`src/rtl/cdb_arbiter.sv`:
```
// Common data bus arbiter: picks one execution-unit result per cycle (round-robin plus a
// starvation-bounded priority lane) and registers it in a single-entry broadcast stage.
module cdb_arbiter #(
    parameter int unsigned EU_N     = 8,
    parameter int unsigned DATA_W   = 96,
    parameter bit          PRIO_EN  = 1'b1,
    parameter int unsigned PRIO_EU  = 0,
    parameter int unsigned PRIO_MAX = 4,
    localparam int unsigned SRC_W   = (EU_N > 1) ? $clog2(EU_N) : 1,
    localparam int unsigned CNT_W   = $clog2(PRIO_MAX + 1)
) (
    input  logic                   clk_i,
    input  logic                   rst_i,
    input  logic                   flush_i,
    input  logic [EU_N-1:0]        eu_valid_i,
    output logic [EU_N-1:0]        eu_ready_o,
    input  logic [EU_N*DATA_W-1:0] eu_data_i,
    input  logic                   rob_ready_i,
    output logic                   cdb_valid_o,
    output logic [DATA_W-1:0]      cdb_data_o,
    output logic [SRC_W-1:0]       cdb_src_o
);

    logic              out_valid_q, out_valid_d;
    logic [DATA_W-1:0] out_data_q, out_data_d;
    logic [SRC_W-1:0]  out_src_q, out_src_d;
    logic [SRC_W-1:0]  rr_ptr_q, rr_ptr_d;
    logic [CNT_W-1:0]  prio_cnt_q, prio_cnt_d;

    logic              load_en;
    logic              others_wait;
    logic              prio_sat;
    logic              prio_win;
    logic              rr_found;
    logic              grant_en;
    logic [EU_N-1:0]   prio_mask;
    logic [EU_N-1:0]   scan_valid;
    logic [EU_N-1:0]   grant_oh;
    logic [SRC_W-1:0]  rr_idx;
    logic [SRC_W-1:0]  win_idx;
    logic [SRC_W-1:0]  rr_next;

    function automatic logic [SRC_W-1:0] wrap_add(input logic [SRC_W-1:0] base,
                                                  input int unsigned off);
        logic [31:0] sum;
        sum = 32'(base) + off;
        if (sum >= EU_N) begin
            sum = sum - EU_N;
        end
        return SRC_W'(sum);
    endfunction

    assign load_en = ~out_valid_q | rob_ready_i;

    always_comb begin
        prio_mask          = '0;
        prio_mask[PRIO_EU] = 1'b1;
        others_wait        = |(eu_valid_i & ~prio_mask);
        prio_sat           = (prio_cnt_q == CNT_W'(PRIO_MAX));
        prio_win           = PRIO_EN && eu_valid_i[PRIO_EU] && !(prio_sat && others_wait);

        // Once the priority lane has used its budget it must yield to the round-robin scan.
        scan_valid = eu_valid_i;
        if (PRIO_EN && prio_sat) begin
            scan_valid[PRIO_EU] = 1'b0;
        end

        rr_found = 1'b0;
        rr_idx   = '0;
        for (int unsigned off = 0; off < EU_N; off++) begin
            if (!rr_found && scan_valid[wrap_add(rr_ptr_q, off)]) begin
                rr_found = 1'b1;
                rr_idx   = wrap_add(rr_ptr_q, off);
            end
        end

        win_idx = prio_win ? SRC_W'(PRIO_EU) : rr_idx;
        rr_next = (win_idx == SRC_W'(EU_N - 1)) ? '0 : win_idx + SRC_W'(1);

        grant_en = load_en && !flush_i && !rst_i && (|eu_valid_i) && (prio_win || rr_found);

        grant_oh = '0;
        if (grant_en) begin
            grant_oh[win_idx] = 1'b1;
        end
    end

    assign eu_ready_o = grant_oh;

    always_comb begin
        out_valid_d = out_valid_q;
        out_data_d  = out_data_q;
        out_src_d   = out_src_q;
        rr_ptr_d    = rr_ptr_q;
        prio_cnt_d  = prio_cnt_q;

        if (flush_i) begin
            out_valid_d = 1'b0;
            prio_cnt_d  = '0;
        end else if (grant_en) begin
            out_valid_d = 1'b1;
            out_data_d  = eu_data_i[32'(win_idx) * DATA_W +: DATA_W];
            out_src_d   = win_idx;
            if (prio_win) begin
                // A priority win with others waiting implies the counter is below saturation.
                prio_cnt_d = others_wait ? prio_cnt_q + CNT_W'(1) : '0;
            end else begin
                rr_ptr_d   = rr_next;
                prio_cnt_d = '0;
            end
        end else if (rob_ready_i) begin
            out_valid_d = 1'b0;
        end

        if (!PRIO_EN) begin
            prio_cnt_d = '0;
        end
    end

    always_ff @(posedge clk_i) begin
        if (rst_i) begin
            out_valid_q <= 1'b0;
            out_data_q  <= '0;
            out_src_q   <= '0;
            rr_ptr_q    <= '0;
            prio_cnt_q  <= '0;
        end else begin
            out_valid_q <= out_valid_d;
            out_data_q  <= out_data_d;
            out_src_q   <= out_src_d;
            rr_ptr_q    <= rr_ptr_d;
            prio_cnt_q  <= prio_cnt_d;
        end
    end

    assign cdb_valid_o = out_valid_q;
    assign cdb_data_o  = out_data_q;
    assign cdb_src_o   = out_src_q;

endmodule

```
`config.mk`:
```
export PLATFORM = sky130hd
export DESIGN_NAME = cdb_arbiter
export DESIGN_NICKNAME = d
export VERILOG_FILES = /design/src/rtl/cdb_arbiter.sv
export SDC_FILE = /design/constraint.sdc
export NUM_CORES = 1
export LEC_CHECK = 0
export ABC_AREA = 1
export CORE_AREA = 5 5 346 348
export CTS_CLUSTER_SIZE = 8
export DETAILED_ROUTE_END_ITERATION = 8
export DIE_AREA = 0 0 351 353
export PLACE_DENSITY = 0.46
export SLEW_MARGIN = 20
export SYNTH_ARGS = -nofsm -noshare
export SYNTH_HDL_FRONTEND = slang
export SYNTH_SLANG_ARGS = --single-unit
```
`constraint.sdc`:
```
create_clock -name clk_i -period 6.6 [get_ports clk_i]
set_input_delay 0.99 -clock clk_i [delete_from_list [all_inputs] [get_ports clk_i]]
set_output_delay 0.99 -clock clk_i [all_outputs]
set_load 0.05 [all_outputs]
```
==> metrics, run 1 <==
status=completed; maximum VDD drop=0.000178 V; Final Skew=roughly 0.020 ns; post-DR vias/cell=3.96; row count=125; Resized Gates After CTS=0; Final Setup Violations=0; aggregate routed wire length=101000 um; fin crit period=approximately 5.4 ns; CTS Sinks=~110; top-count cell post-synth=nand2_1; ranking of synthesized cells by area=nand2_1 23%, nand3_1 19%, dfxtp_1 16%; register area share after synthesis=15.5%; IO Pins=approximately 900; category of the most critical setup path=flip-flop to primary output; Crit path arrival time=4.37 ns; RSZ-0062 raised after global routing=false; Die W=351 um; top post-synthesis cells by count=833 x nand2_1, 516 x nand3_1, 404 x inv_1, 214 x nor2_1, 192 x nand3b_1; Layout Cells excl Fill=4909; Die H=353 um; post-synth net total=3415; CTS clk-pin slew, worst paths=about 0.080 ns; startpoint type of the worst setup path=flip-flop; GRT overflow=0; Hold WC Path Type=flip-flop to flip-flop; Power Dens Cells=~170 nW/um^2; vias in the first global route=19000; Max Transition Viols Final=0; R2R cell count=20; max_slew headroom=a little over a quarter; Root Buffer=clkbuf_16; Flop pwr share=17.7%; Slew @ Worst Pin=1.11 ns; starting density of the core=11.8%; Tot Pwr=4140 uW; fraction of registers with async set or reset after synthesis=0%; worst skew pair latency=0.42 ns; Crit Path Max Fanout=13; total track usage=15.5%; die footprint=124000 sq um; Sw Ratio=50.2%; IO buf count=887; TritonCTS buffer count=9; total number of vias=slightly below 20000; fmax=187 MHz; Nets=just over 4000; WL/cell=between 20 and 25 um; hold depth=2; HPWL Detailed=slightly above 80000 um; antenna viol nets, final=0; NetSw=a little over 2000 uW; final hold vios=0; Syn Area/Cell=5.21 sq um; Placed Instances=4875; initial drt markers=1510; Synth Flop Type=dfxtp_1; number of synthesized flops with an enable pin=0; WP data required=5.61 ns; Max-Cap Viols=0; combinational share of power=approximately two thirds; Hold-fix buffers, CTS=0; Post-Syn Instances=2629; flops & latches, synth=between 100 and 150; Clock power frac=approximately 17%; Yosys warning count=0; Bufs on Longest Clock Path=2; sum of negative setup slack=0 ns; initial antenna violation count=36; Tcrit/Tclk final=a little over 80%; mapped cell area=13700 sq um; area leader, netlist=nand2_1; largest net degree at the start of global routing=~150; first-pass GRT wire length=approximately 140000 um; RePlAce Congestion=0.889; core region area=116000 sq um; Worst setup EP type=primary output; post-synth top area share=22.8%; leak pwr=0.0109 uW; area delta synth->final=76.6%; layout cells sized above 1=2.52%; # H-tree levels=3; TritonCTS clock tree=done; Post-route DRC=0; 1st-pass router iterations=5; synth unique cells=34; Post-CTS Setup Bufs=0; internal power=~2100 uW
state kept, by name, indices dropped and copies added, names as in the netlist:
signal,count
cdb_src_o,3
cdb_data_o,96
rr_ptr_q,3
prio_cnt_q,3
cdb_valid_o,1
path summary, 6_finish.rpt:
path	from	endpoint	slack, ns
hold reg to reg	prio_cnt_q[1]	prio_cnt_q[1]	0.49
setup / recovery	rr_ptr_q[0]	eu_ready_o[7]	1.24
hold / removal	prio_cnt_q[1]	prio_cnt_q[1]	0.49
setup reg to reg	rr_ptr_q[0]	cdb_data_o[25]	1.73
stage by stage:
step | area (sq um) | setup WS (ns) | util (%) | hold slack, ns
after CTS | 24100 | 1.14 | 20.8 | 0.495
after detailed placement | 23800 | 1.48 | 20.5 | 0.483
after global placement | 23800 | 1.46 | 20.5 | 0.471
final | 24200 | 1.24 | 20.9 | 0.491
after global routing | 24200 | 0.799 | 20.8 | 0.504
after floorplan | 13700 | 2.33 | - | 0.448
layout by cell type, fill, tap and decap left out, types with 2 or more instances in the layout:
| cell type | instances |
|---|---|
| nor2_2 | 2 |
| inv_2 | 10 |
| nand3b_1 | 192 |
| nand2_1 | 833 |
| clkbuf_16 | 9 |
| a21oi_1 | 9 |
| bufinv_16 | 2 |
| diode_2 | 18 |
| o21bai_1 | 2 |
| nand4_1 | 6 |
| inv_4 | 2 |
| clkbuf_8 | 3 |
| o21ai_0 | 104 |
| xor2_1 | 2 |
| nand3_2 | 3 |
| ha_1 | 6 |
| nand3_1 | 515 |
| nand2_2 | 4 |
| inv_1 | 404 |
| nor2_1 | 214 |
| nor2_4 | 7 |
| clkinv_1 | 2 |
| buf_4 | 20 |
| o21ai_1 | 2 |
| buf_12 | 15 |
| clkdlybuf4s50_1 | 879 |
| dfxtp_1 | 106 |
power by group through the flow:
stage | clock [uW] | combinational (uW) | sequential, uW
2_1_floorplan | 0 | 1360 | 925
3_3_place_gp | 0 | 2720 | 744
3_5_place_dp | 0 | 2700 | 745
4_1_cts | 764 | 2720 | 731
5_1_grt | 773 | 2910 | 738
6_report | 718 | 2690 | 731
critical path, cell delays in order, from the launching register on:
cell	delay (ns)
dfxtp_1	0.63
inv_2	0.23
ha_1	0.49
inv_2	0.16
nand3_1	0.13
nand2_1	0.10
nor2_1	0.06
a31oi_1	0.29
inv_2	0.10
nor2_4	0.18
nand3_2	0.15
nand2_1	0.15
inv_2	0.04
nand2_1	0.07
nand2_2	0.10
nor2_4	0.57
inv_1	0.13
nor2_1	0.20
buf_12	0.17
cell families (layout without fill, tap and decap cells):
| logic type | after synthesis | count (layout) | share of synthesized area, % |
|---|---|---|---|
| buffers and inverters | 611 | 1349 | 19.4 |
| flip-flops | 106 | 106 | 15.5 |
| XOR/XNOR | 4 | 4 | 0.311 |
| AND/OR/NAND/NOR | 1782 | 1782 | 59.7 |
| AO/OA/AOI/OAI | 120 | 120 | 4.48 |
| other | 0 | 18 | 0 |
| adder cells (fa/ha/maj) | 6 | 6 | 0.548 |
layer usage:
metal  global-route usage (%)  vias up  routed length (um)
met5                        0        -                 126
met4                     3.35       18                1550
met3                     3.63       71                7500
met2                     25.8      728               47400
met1                     20.4     8965               44700
li1                         -     9647                   -
area by class of cell:
type                            count  area (sq um)
Tap cell                         1524          1910
Inverter                          419          1590
Sequential cell                   106          2120
Clock inverter                      3          68.8
Clock buffer                       13           270
Multi-Input combinational cell   1912          8930
Timing Repair Buffer              914          9250
Antenna cell                       18          45.0
Fill cell                       13500         91700
Note: power is estimated with default switching activity, not from simulation.
==> run 2, diff against run 1 <==
--- a/config.mk
+++ b/config.mk
@@ -6,11 +6,11 @@
 export NUM_CORES = 1
 export LEC_CHECK = 0
 export ABC_AREA = 1
-export CORE_AREA = 5 5 346 348
+export CORE_AREA = 5 5 338 340
 export CTS_CLUSTER_SIZE = 8
 export DETAILED_ROUTE_END_ITERATION = 8
-export DIE_AREA = 0 0 351 353
-export PLACE_DENSITY = 0.46
+export DIE_AREA = 0 0 343 345
+export PLACE_DENSITY = 0.48
 export SLEW_MARGIN = 20
 export SYNTH_ARGS = -nofsm -noshare
 export SYNTH_HDL_FRONTEND = slang
==> constraint.sdc (replaced) <==
create_clock -name clk_i -period 4.37 [get_ports clk_i]
set_input_delay 0.6555 -clock clk_i [delete_from_list [all_inputs] [get_ports clk_i]]
set_output_delay 0.6555 -clock clk_i [all_outputs]
set_load 0.05 [all_outputs]
==> metrics, run 2 (synthesized netlist as in run 1, its figures left out) <==
WL/cell=20.2 um (-2.0%); worst skew pair latency=0.42 ns (about the same); commonest non-fill, non-tap cells in the layout=879 x clkdlybuf4s50_1, 832 x nand2_1, 515 x nand3_1; Final Skew=0.0256 ns (+0.00579 ns); total track usage=15.9% (+0.40 points); IO Pins=888 (unchanged); final core occ=22.1% (+1.2 points); Max-Cap Viols=0 (unchanged); Hold-fix buffers, CTS=0 (unchanged); starting density of the core=12.3% (+0.49 points); status=completed; max_slew headroom=40.7% (+14 points); Hold WC Path Type=flip-flop to flip-flop; antenna viol nets, final=0 (unchanged); die footprint=118000 sq um (-4.5%); combinational share of power=66.8% (+1.8 points); core region area=111000 sq um (-4.0%); RePlAce Congestion=0.912 (+2.6%); Nets=4187 (+0.94%); HPWL Detailed=79100 um (-1.8%); first-pass GRT wire length=137000 um (-1.6%); area delta synth->final=79.7%; row count=123 (-1.6%); TritonCTS clock tree=done; commonest non-fill, non-tap cell in the layout=clkdlybuf4s50_1; fmax=242 MHz; initial antenna violation count=29 (-19%); post-DR vias/cell=3.97 (+0.32%); largest net degree at the start of global routing=113 (-24%); Bufs on Longest Clock Path=2 (unchanged); # H-tree levels=3 (unchanged); maximum VDD drop=0.000180 V (+1.4%); r2r setup slk=0.68 ns (-1.05 ns); startpoint type of the worst setup path=primary input; TritonCTS buffer count=9 (unchanged); Die H=345 um (-2.3%); GRT overflow=0 (unchanged); Max Transition Viols Final=0 (unchanged); fin crit period=4.14 ns; vias in the first global route=18700 (-1.5%); Slew @ Worst Pin=0.886 ns (-0.220 ns); Post-route DRC=0 (unchanged); IO buf count=887 (unchanged); sum of negative setup slack=0 ns (unchanged); layout filler cell count=12900 (-4.7%); 1st-pass router iterations=6 (+1); initial drt markers=1399 (-7.4%); NetSw=3190 uW (+53%); total number of vias=19500 (+0.58%); Hold Slack=0.483 ns (-0.00712 ns); max reg flops=96 (unchanged); layout cells sized above 1=3.79% (+1.3 points); RSZ-0062 raised after global routing=true; Tcrit/Tclk final=94.7%; Flop pwr share=17.3% (-0.4 points); Crit Path Max Fanout=7 (-6); Power Dens Cells=258 nW/um^2 (+51%); Clock power frac=15.9% (-1.5 points); category of the most critical setup path=primary input to primary output; Sw Ratio=50.3% (+0.063 points); Crit path arrival time=3.48 ns (-0.89 ns); Root Buffer=clkbuf_16; Final Setup Violations=0 (unchanged); CTS clk-pin slew, worst paths=0.08 ns (about the same); CTS Sinks=106 (unchanged); Die W=343 um (-2.3%); WP data required=3.71 ns (-1.90 ns); aggregate routed wire length=99500 um (-1.7%); Worst setup EP type=primary output; final hold vios=0 (unchanged); internal power=3150 uW (+53%); leak pwr=0.0111 uW (+2.2%)
## run 2: cell count changes in the layout (fill, tap and decap cells not counted), sizes merged
| cell | before | now |
|---|---|---|
| clkbuf | 13 | 11 |
| clkinv | 2 | 5 |
| diode | 18 | 16 |
| bufinv | 2 | 1 |
| buf | 35 | 74 |
## run 2: per-layer routing
| metal | GRT usage (%) | vias up | routed length (um) |
|---|---|---|---|
| li1 | - | 9716 | - |
| met1 | 20.7 | 8988 | 43500 |
| met2 | 26.4 | 735 | 46500 |
| met3 | 3.64 | 89 | 7480 |
| met4 | 3.95 | 14 | 1990 |
| met5 | 0 | - | 104 |
## run 2: what timing repair did
action	CTS	global route
gates resized for setup	1	5
endpoints found under the setup margin	2	8
buffers inserted	0	3
pin swaps	0	1
## run 2: critical path, stage by stage
cell             delay [ns]
clkdlybuf4s50_1        0.55
nand3_1                0.18
nand3_1                0.10
nand2_1                0.10
nand2_1                0.06
nand2_1                0.17
nand3_1                0.16
nor2_2                 0.18
nand4_1                0.10
nand2_1                0.08
nand2_1                0.08
nand3_4                0.14
nand2_8                0.13
inv_4                  0.13
nand2_1                0.21
nor2_1                 0.27
buf_12                 0.17
## run 2: worst paths after layout
| path | start | to | cells after the start |
|---|---|---|---|
| setup / recovery | eu_valid_i[0] | eu_ready_o[1] | 17 |
| hold / removal | prio_cnt_q[1] | prio_cnt_q[1] | 2 |
| setup reg to reg | rr_ptr_q[0] | cdb_data_o[40] | 21 |
| hold reg to reg | prio_cnt_q[1] | prio_cnt_q[1] | 2 |
## run 2: stage by stage
| stage | instances | area (sq um) | power (uW) | setup slack, ns |
|---|---|---|---|---|
| finish | 4922 | 24600 | 6340 | 0.232 |
| global route | 4917 | 24600 | 6820 | -0.0117 |
| global placement | 4887 | 24200 | 5400 | 0.146 |
| floorplan | 2629 | 13700 | 3450 | 0.495 |
| CTS | 4903 | 24500 | 6460 | 0.0465 |
| detailed placement | 4887 | 24200 | 5380 | 0.120 |
## run 2: final cells by class
cell class              instances  area, sq um  share of cell area [%]
well taps                    1500         1880                    7.63
diodes                         16         40.0                   0.163
clock inverters                 5         61.3                   0.249
inverters                     419         1590                    6.45
multi-input cells            1912         8950                    36.4
clock buffers                  11          243                   0.987
repair buffers                953         9720                    39.5
flip-flops and latches        106         2120                    8.63
## run 2: power groups by stage
stage	clock network, uW	logic, uW	registers [uW]
2_1_floorplan	0	2050	1400
3_3_place_gp	0	4280	1120
3_5_place_dp	0	4270	1120
4_1_cts	1080	4290	1100
5_1_grt	1090	4620	1110
6_report	1010	4230	1100
